<file path="src/rtl/noc_flit_reader.sv">
// noc_flit_reader: read-side controller for a router input FIFO.
// Pops flits from a 1-cycle-latency FIFO, checks HEAD/BODY/TAIL/SINGLE
// framing, and presents kept flits downstream through a small circular
// prefetch buffer using a valid/ready handshake.
// Optional feature: define NOC_FLIT_READER_STATS_EN to add the saturating
// stat_flits / stat_pkts counters.

module noc_flit_reader #(
   parameter int FLIT_W    = 32,
   parameter int DEST_W    = 4,
   parameter int BUF_DEPTH = 4
) (
   input  logic              clk,
   input  logic              rst_n,
   input  logic              fifo_empty,
   input  logic [FLIT_W-1:0] fifo_data,
   output logic              fifo_rd_en,
   output logic              out_valid,
   input  logic              out_ready,
   output logic [FLIT_W-1:0] out_flit,
   output logic              out_head,
   output logic              out_tail,
   output logic [DEST_W-1:0] out_dest,
   output logic              err_orphan,
   output logic              err_nested
`ifdef NOC_FLIT_READER_STATS_EN
   ,
   output logic [15:0]       stat_flits,
   output logic [15:0]       stat_pkts
`endif
);

   localparam int PTR_W = $clog2(BUF_DEPTH);
   localparam int OCC_W = PTR_W + 1;

   localparam logic [1:0] TYPE_BODY   = 2'b00;
   localparam logic [1:0] TYPE_HEAD   = 2'b01;
   localparam logic [1:0] TYPE_TAIL   = 2'b10;
   localparam logic [1:0] TYPE_SINGLE = 2'b11;

   typedef enum logic {
      ST_IDLE,
      ST_PKT
   } state_t;

   state_t            state_q, state_d;
   logic [OCC_W-1:0]  occ_q, occ_d;
   logic              pend_q, pend_d;
   logic [PTR_W-1:0]  wr_ptr_q, wr_ptr_d;
   logic [PTR_W-1:0]  rd_ptr_q, rd_ptr_d;
   logic [FLIT_W-1:0] mem_q [BUF_DEPTH];
   logic [FLIT_W-1:0] mem_d [BUF_DEPTH];
   logic              err_orphan_q, err_orphan_d;
   logic              err_nested_q, err_nested_d;

   logic [1:0]        flit_type;
   logic              keep;
   logic              pop;
   logic [OCC_W:0]    credit_used;
   logic [FLIT_W-1:0] head_flit;

   // Read credit: a pop is only requested when the buffer has room for every
   // flit already stored plus the one still in flight from last cycle.
   always_comb begin
      credit_used = {1'b0, occ_q} + {{OCC_W{1'b0}}, pend_q};
      fifo_rd_en  = !fifo_empty && (credit_used < (OCC_W+1)'(BUF_DEPTH));
   end

   // Framing FSM: classifies the flit arriving this cycle and decides keep/drop.
   always_comb begin
      state_d      = state_q;
      keep         = 1'b0;
      err_orphan_d = 1'b0;
      err_nested_d = 1'b0;
      flit_type    = fifo_data[FLIT_W-1 -: 2];
      if (pend_q) begin
         case (state_q)
            ST_IDLE: begin
               case (flit_type)
                  TYPE_HEAD: begin
                     keep    = 1'b1;
                     state_d = ST_PKT;
                  end
                  TYPE_SINGLE: keep = 1'b1;
                  TYPE_BODY:   err_orphan_d = 1'b1;
                  TYPE_TAIL:   err_orphan_d = 1'b1;
               endcase
            end
            ST_PKT: begin
               keep = 1'b1;
               case (flit_type)
                  TYPE_BODY:   state_d = ST_PKT;
                  TYPE_TAIL:   state_d = ST_IDLE;
                  TYPE_HEAD:   err_nested_d = 1'b1;
                  TYPE_SINGLE: begin
                     err_nested_d = 1'b1;
                     state_d      = ST_IDLE;
                  end
               endcase
            end
            default: state_d = ST_IDLE;
         endcase
      end
   end

   // Buffer bookkeeping: write kept flits, pop on handshake, track occupancy.
   always_comb begin
      pop      = out_valid && out_ready;
      pend_d   = fifo_rd_en;
      occ_d    = occ_q;
      wr_ptr_d = wr_ptr_q;
      rd_ptr_d = rd_ptr_q;
      mem_d    = mem_q;
      if (keep) begin
         mem_d[wr_ptr_q] = fifo_data;
         wr_ptr_d        = wr_ptr_q + PTR_W'(1);
      end
      if (pop) begin
         rd_ptr_d = rd_ptr_q + PTR_W'(1);
      end
      if (keep && !pop) begin
         occ_d = occ_q + OCC_W'(1);
      end else if (!keep && pop) begin
         occ_d = occ_q - OCC_W'(1);
      end
   end

   // State register; reset discards any in-flight read and all buffered flits.
   always_ff @(posedge clk or negedge rst_n) begin
      if (!rst_n) begin
         state_q      <= ST_IDLE;
         occ_q        <= '0;
         pend_q       <= 1'b0;
         wr_ptr_q     <= '0;
         rd_ptr_q     <= '0;
         err_orphan_q <= 1'b0;
         err_nested_q <= 1'b0;
         for (int i = 0; i < BUF_DEPTH; i++) begin
            mem_q[i] <= '0;
         end
      end else begin
         state_q      <= state_d;
         occ_q        <= occ_d;
         pend_q       <= pend_d;
         wr_ptr_q     <= wr_ptr_d;
         rd_ptr_q     <= rd_ptr_d;
         err_orphan_q <= err_orphan_d;
         err_nested_q <= err_nested_d;
         mem_q        <= mem_d;
      end
   end

   // Downstream view of the buffer head entry.
   always_comb begin
      head_flit  = mem_q[rd_ptr_q];
      out_valid  = (occ_q != '0);
      out_flit   = head_flit;
      out_head   = head_flit[FLIT_W-2];
      out_tail   = head_flit[FLIT_W-1];
      out_dest   = head_flit[FLIT_W-3 -: DEST_W];
      err_orphan = err_orphan_q;
      err_nested = err_nested_q;
   end

`ifdef NOC_FLIT_READER_STATS_EN
   logic [15:0] stat_flits_q, stat_flits_d;
   logic [15:0] stat_pkts_q, stat_pkts_d;

   // Saturating counters of flits and packet ends handed downstream.
   always_comb begin
      stat_flits_d = stat_flits_q;
      stat_pkts_d  = stat_pkts_q;
      if (pop && (stat_flits_q != 16'hFFFF)) begin
         stat_flits_d = stat_flits_q + 16'd1;
      end
      if (pop && out_tail && (stat_pkts_q != 16'hFFFF)) begin
         stat_pkts_d = stat_pkts_q + 16'd1;
      end
   end

   // Counter registers.
   always_ff @(posedge clk or negedge rst_n) begin
      if (!rst_n) begin
         stat_flits_q <= '0;
         stat_pkts_q  <= '0;
      end else begin
         stat_flits_q <= stat_flits_d;
         stat_pkts_q  <= stat_pkts_d;
      end
   end

   assign stat_flits = stat_flits_q;
   assign stat_pkts  = stat_pkts_q;
`endif

endmodule

</file>
<file path="config.mk">
export PLATFORM = sky130hd
export DESIGN_NAME = noc_flit_reader
export DESIGN_NICKNAME = d
export VERILOG_FILES = /design/src/rtl/noc_flit_reader.sv
export SDC_FILE = /design/constraint.sdc
export NUM_CORES = 1
export LEC_CHECK = 0
export BUFFER_PORTS_ARGS = -buffer_cell sky130_fd_sc_hd__buf_2
export CORE_MARGIN = 3
export CORE_UTILIZATION = 45
export CTS_CLUSTER_SIZE = 16
export DETAILED_ROUTE_END_ITERATION = 10
export PLACE_DENSITY = 0.65
export SYNTH_ARGS = -nofsm -noshare
export SYNTH_HDL_FRONTEND = slang
export SYNTH_SLANG_ARGS = --single-unit
export TNS_END_PERCENT = 100
</file>
<file path="constraint.sdc">
create_clock -name clk -period 3.6 [get_ports clk]
set_clock_uncertainty 0.1 [all_clocks]
set_input_delay 0.54 -clock clk [delete_from_list [all_inputs] [get_ports clk]]
set_output_delay 0.54 -clock clk [all_outputs]
set_load 0.02 [all_outputs]
</file>
==> flow_metrics.py, run 1 <==
metrics = {
    "synthesis": {
        "synth_cell_types": 23,
        "synth_edf_count": 0,
        "yosysSeqAreaShare": 0.523,
        "yosys_warnings": 0,
        "synthesis.area_sq_mm": 0.00665,
        "synth_ff_type": "dfrtp_1",
        "synth-seq-cells": 139,
        "synthArstFlopShare": 1.00,
        "postSynthAreaPerCell_sq_um": 18.2,
        "synth_cells": 366,
        "syn-num-nets": 408,
    },
    "sta": {
        "timing.final.crit_share": 0.803,
        "clock.fmax_mhz": 346,
        "setup_viol": 0,
        "hold_viol": 0,
        "timing.final.crit_period_ps": 2890,
        "finalMaxSlewViolations": 0,
        "finalSetupTns_ps": 0,
        "slew_headroom": 0.367,
        "setup_ws_ps": 708,
        "rsz0062_at_grt": "false",
        "tightest_slew_ps": 949,
    },
    "drt": {
        "drtPass1Iterations": 4,
        "avgViaCountPerCell": 5.38,
        "drt-total-wl_microns": 13000,
        "drc": 0,
        "avgRoutedWirePerCell_microns": 20.7,
        "dr.first_iter.drc_count": 140,
        "vias": 3376,
        "ant_nets": 0,
    },
    "worst_setup_path": {
        "worst-path-max-fanout": 18,
        "required_ps": 2960,
        "reg2reg_slack_ps": 1210,
        "crit_chain": "buf_12, mux4_2, buf_2",
        "crit_arrival_ps": 2250,
        "reg2reg_from": "state_q$_DFFE_PN0P_",
        "setup.worst_path.end_class": "output port",
        "rr_endpoint": "occ_q[2]$_DFFE_PN0P_",
        "ff2ff_path_depth": 9,
        "start_kind": "flip-flop",
        "path_buf_inv": 2,
        "criticalPathCategory": "reg2out",
        "slowest_stage": "dfrtp_2",
        "critPathTopFamily": "flip-flops",
        "cpPeakStageDelay_ps": 790,
    },
    "grt": {
        "overflow": 0,
        "grt_first_pass_wirelength_microns": 21600,
        "grt_pass1_vias": 3898,
        "grt_usage": 0.174,
        "grt_max_degree": 76,
        "grt_antenna_before_repair": 0,
    },
    "finish": {
        "n_antenna_cell": 0,
        "syn2layout_area_growth_pct": 15.4,
        "layout-drive-gt1-share": 0.607,
        "fill_cells": 1142,
        "nets": 477,
        "stdcell_count": 628,
    },
    "power": {
        "power_density_mw_per_mm2": 1070,
        "p_leak_nw": 3.83,
        "ir_drop_uv": 533,
    },
    "place": {
        "io_buffers": 77,
        "globalplace.congestion": 0.726,
        "dpl.cell_count": 596,
        "place_ws_ps": 982,
        "hpwlAfterDp_microns": 7620,
    },
    "clocking": {
        "clk_latency_ps": 410,
        "htreeDepth": 4,
        "cts_buffers": 17,
        "cts_tree": "built",
        "root_buffer": "clkbuf_16",
        "hold_buffers": 0,
        "clk_pin_slew_ps": 60,
        "max-clock-path-buffers": 2,
        "postCtsSetupRepairBufs": 0,
        "cts_sinks": 139,
        "cts_resized": 0,
    },
    "worst_hold_path": {
        "hold_class": "in2async",
    },
    "floorplanning": {
        "die-area_sq_mm": 0.0163,
        "rows": 43,
        "pin_count": 78,
        "die_y_microns": 128,
        "core_sq_mm": 0.0141,
        "initial_core_util": 0.470,
        "fp.dieW_microns": 128,
    },
    "status": {
        "status": "complete, no violations",
    },
    "flow_run": {
        "max_cap_violations": 0,
    },
}
-- through the flow --
step                      cell area [sq um]  power [mW]   util  hold WS, ps
after floorplan                        6650        5.68      -          144
after global placement                 7070        6.37  0.500          381
after detailed placement               7070        6.48  0.500          381
after CTS                              7670        8.30  0.542         68.0
after global routing                   7670        8.67  0.542         86.1
final                                  7670        8.21  0.542         43.3
-- synthesized netlist by cell type, types with 4 or more instances --
library cell  count  share of area
dfrtp_1         139           0.52
mux2_4          120           0.27
mux4_2           32           0.11
buf_6            13          0.022
buf_4             7         0.0079
mux2_2            6          0.010
buf_2             5         0.0038
ha_1              5         0.0094
inv_1             5         0.0028
nand3_1           5         0.0038
a32o_1            4         0.0060
clkbuf_1          4         0.0023
nand3_4           4          0.011
xnor2_1           4         0.0053
-- per-layer routing --
layer / GRT usage / vias to the layer above / wire length (microns)
met2: 0.264 / 71 / 6200
li1: - / 1481 / -
met5: 0 / - / 0
met1: 0.240 / 1813 / 6100
met3: 0.0552 / 11 / 595
met4: 0.0524 / 0 / 131
-- final cells by class --
class | count | area (sq um) | share of cell area
flip-flops and latches | 139 | 3480 | 0.454
repair buffers | 79 | 432 | 0.0563
clock buffers | 26 | 519 | 0.0677
inverters | 5 | 18.8 | 0.00245
multi-input cells | 193 | 2910 | 0.380
well taps | 180 | 225 | 0.0294
clock inverters | 6 | 82.6 | 0.0108
-- worst register-to-register path, delay by kind of cell (launching register included) --
| family | cells | cell delay [ps] |
|---|---|---|
| simple gates | 3 | 720 |
| fa+ha+maj | 2 | 560 |
| flops | 1 | 460 |
| xor+xnor | 2 | 310 |
| buf+inv | 2 | 170 |
-- flip-flops by register name (all words and copies together) (netlist names) --
name,flops
state_q,1
occ_q,3
err_orphan,1
wr_ptr_q,2
mem_q,128
rd_ptr_q,2
err_nested,1
pend_q,1
-- power by group --
part	internal, mW	switching (mW)	leakage, nW
registers	2.34	0.618	1.68
logic	2.05	1.43	1.85
clock network	1.13	0.635	0.296
total	5.52	2.69	3.83
-- cell families (layout without fill, tap and decap cells) --
group,after synthesis,count (layout),share of synthesized area
muxes,158,158,0.390
DFF,139,139,0.523
adders and majority gates,6,6,0.0124
AOI/OAI and AO/OA,7,7,0.00885
xor gates and xnor gates,6,6,0.00790
buffers and inverters,34,116,0.0388
and+or+nand+nor,16,16,0.0194
-- worst max path at each step --
stage / startpoint / endpoint / depth (start not counted)
final: rd_ptr_q[0]$_DFFE_PN0P_ / out_dest[3] / 3
after floorplan: occ_q[0]$_DFFE_PN0P_ / occ_q[2]$_DFFE_PN0P_ / 8
after detailed placement: fifo_data[30] / occ_q[2]$_DFFE_PN0P_ / 10
after global routing: rd_ptr_q[0]$_DFFE_PN0P_ / out_flit[29] / 3
after CTS: rd_ptr_q[0]$_DFFE_PN0P_ / out_dest[3] / 3
after global placement: fifo_data[30] / occ_q[2]$_DFFE_PN0P_ / 10
-- cells in the final DEF, fill, tap and decap left out --
cell type	count
inv_1	5
dfrtp_1	137
a21oi_1	2
buf_2	76
mux2_2	6
xnor2_1	4
clkbuf_1	3
nand2_1	2
bufinv_16	2
clkinv_2	3
buf_6	1
clkinvlp_4	1
ha_1	5
xor2_1	2
a311oi_1	1
or2_1	1
mux4_2	32
clkbuf_8	6
nand3_4	4
clkbuf_16	17
fa_1	1
nor2_1	2
and3_1	1
nand3_1	5
a32o_1	4
buf_12	2
dfrtp_2	2
mux2_4	120
or3_1	1
Note: power is estimated with default switching activity, not from simulation.
==> run 2, diff against run 1 <==
==> constraint.sdc (replaced) <==
create_clock -name clk -period 2.9 [get_ports clk]
set_clock_uncertainty 0.1 [all_clocks]
set_input_delay 0.435 -clock clk [delete_from_list [all_inputs] [get_ports clk]]
set_output_delay 0.435 -clock clk [all_outputs]
set_load 0.02 [all_outputs]
==> run 2 against run 1 <==
Global-route usage is 0.66 points lower. Sequential share of layout area shrank 0.61 points. First-iteration DRC count down 11%. Flip-flop and latch count did not move. Die area is the same. Hold slack improved by 48 ps. Critical path depth unchanged. Power up 24%. Final area increased by 1.4%. Non-clock buffer count increased by 7. Clock power increased by 23%. Register-to-register slack got worse by 830 ps. Largest power group unchanged. Highest routed layer unchanged.
==> flow_metrics.py, run 2 (synthesized netlist as in run 1, its figures left out) <==
metrics = {
    "power": {
        "p_int_mw": 6.90,
        "switching_share": 0.324,
        "power_density_mw_per_mm2": 1310,
        "p_leak_nw": 3.88,
        "comb_power_share": 0.436,
        "ir_drop_uv": 564,
        "pwr-share-clk": 0.212,
        "p_sw_mw": 3.31,
        "p_seq_frac": 0.351,
    },
    "finish": {
        "stdcell_count": 635,
        "top_register": "mem_q",
        "final_util": 0.550,
        "layout-drive-gt1-share": 0.611,
        "nets": 484,
        "largest_register_ffs": 128,
        "mostFrequentLayoutCells": "dfrtp_1 (137), mux2_4 (120), buf_2 (76)",
        "syn2layout_area_growth_pct": 17.0,
        "final_common_cell": "dfrtp_1",
        "reg_top3": "mem_q (128), occ_q (3)",
        "n_antenna_cell": 0,
    },
    "clocking": {
        "clk_latency_ps": 410,
        "cts_buffers": 17,
        "cts_resized": 0,
        "cts_sinks": 139,
        "cts_tree": "built",
        "root_buffer": "clkbuf_16",
        "max-clock-path-buffers": 2,
        "clk_pin_slew_ps": 60,
        "htreeDepth": 4,
    },
    "drt": {
        "top_layer_used": "met4",
        "met3WireLength_microns": 641,
        "dr_wl_met2_microns": 5960,
        "avgRoutedWirePerCell_microns": 19.8,
        "drt-total-wl_microns": 12600,
        "ant_nets": 0,
        "wl_met1_microns": 5830,
        "drc": 0,
        "drtPass1Iterations": 4,
        "vias": 3318,
        "dr.first_iter.drc_count": 124,
        "avgViaCountPerCell": 5.23,
    },
    "flow_run": {
        "max_cap_violations": 0,
    },
    "sta": {
        "tightest_slew_ps": 764,
        "finalMaxSlewViolations": 0,
        "rsz0062_at_grt": "false",
        "clock.fmax_mhz": 393,
        "timing.final.crit_share": 0.878,
        "timing.final.crit_period_ps": 2550,
        "setup_ws_ps": 354,
        "setup_viol": 0,
        "finalSetupTns_ps": 0,
        "slew_headroom": 0.491,
        "hold_viol": 0,
    },
    "worst_setup_path": {
        "required_ps": 2370,
        "start_kind": "flip-flop",
        "rr_endpoint": "occ_q[2]$_DFFE_PN0P_",
        "reg2reg_slack_ps": 380,
        "worst-path-max-fanout": 14,
        "criticalPathCategory": "reg2out",
        "reg2reg_from": "pend_q$_DFF_PN0_",
        "crit_arrival_ps": 2010,
        "setup.worst_path.end_class": "output port",
        "ff2ff_path_depth": 8,
    },
    "floorplanning": {
        "fp.dieW_microns": 128,
        "rows": 43,
        "pin_count": 78,
        "initial_core_util": 0.470,
        "die_y_microns": 128,
        "die-area_sq_mm": 0.0163,
        "core_sq_mm": 0.0141,
    },
    "grt": {
        "grt_max_degree": 81,
        "grt_antenna_before_repair": 0,
        "grt_pass1_vias": 3684,
        "grt_usage": 0.167,
        "overflow": 0,
        "grt_first_pass_wirelength_microns": 20600,
    },
    "place": {
        "hpwlAfterDp_microns": 7730,
        "dpl.cell_count": 602,
        "globalplace.congestion": 0.748,
        "io_buffers": 77,
        "place_ws_ps": 388,
    },
    "worst_hold_path": {
        "hold_depth": 2,
        "hold_class": "in2reg",
        "whs_endpoint": "pend_q$_DFF_PN0_",
        "hp-start": "fifo_empty",
    },
    "status": {
        "status": "complete, no violations",
    },
}
run 2: cell type report:
class | instances | area [sq um]
clock inverter | 6 | 82.6
clock buffer | 26 | 519
tap | 180 | 225
fill | 1094 | 6370
sequential | 139 | 3480
inverter | 5 | 18.8
timing repair buffer | 86 | 537
multi-input combinational | 193 | 2910
run 2: worst max path at each step:
stage / start / to / slack [ps] / cells after the start
floorplan: occ_q[0]$_DFFE_PN0P_ / occ_q[2]$_DFFE_PN0P_ / 680 / 8
global placement: fifo_data[30] / occ_q[2]$_DFFE_PN0P_ / 470 / 10
detailed placement: fifo_data[30] / occ_q[2]$_DFFE_PN0P_ / 390 / 10
CTS: rd_ptr_q[0]$_DFFE_PN0P_ / out_dest[3] / 310 / 3
global route: pend_q$_DFF_PN0_ / occ_q[2]$_DFFE_PN0P_ / 250 / 8
finish: rd_ptr_q[0]$_DFFE_PN0P_ / out_dest[3] / 350 / 3
run 2: metrics by stage:
stage          power, mW  hold slack, ps  area [sq um]
2_1_floorplan       7.05            39.4          6650
3_3_place_gp        7.97             379          7160
3_5_place_dp        8.09             385          7160
4_1_cts             10.3            73.3          7780
5_1_grt             10.8            78.9          7780
6_report            10.2            91.5          7780
run 2: per-layer routing:
metal,vias up,GRT usage
met2,69,0.254
li1,1492,-
met5,-,0
met4,0,0.0549
met1,1744,0.228
met3,13,0.0556
run 2: repair_timing:
item / in CTS / in global routing
hold endpoints to repair: 39 / 0
hold buffers: 1 / 0
buffers inserted: 0 / 0
run 2: power by group through the flow:
stage / clock, mW / sequential (mW) / combinational (mW)
after floorplan: 0 / 3.29 / 3.76
final: 2.17 / 3.59 / 4.46
after CTS: 2.23 / 3.58 / 4.52
after detailed placement: 0 / 3.59 / 4.50
after global routing: 2.30 / 3.72 / 4.74
after global placement: 0 / 3.54 / 4.43
run 2: critical path, cell delays in order, from the launching register on:
cell and delay, ps:
dfrtp_2 620, buf_12 240, mux4_2 550, buf_2 180
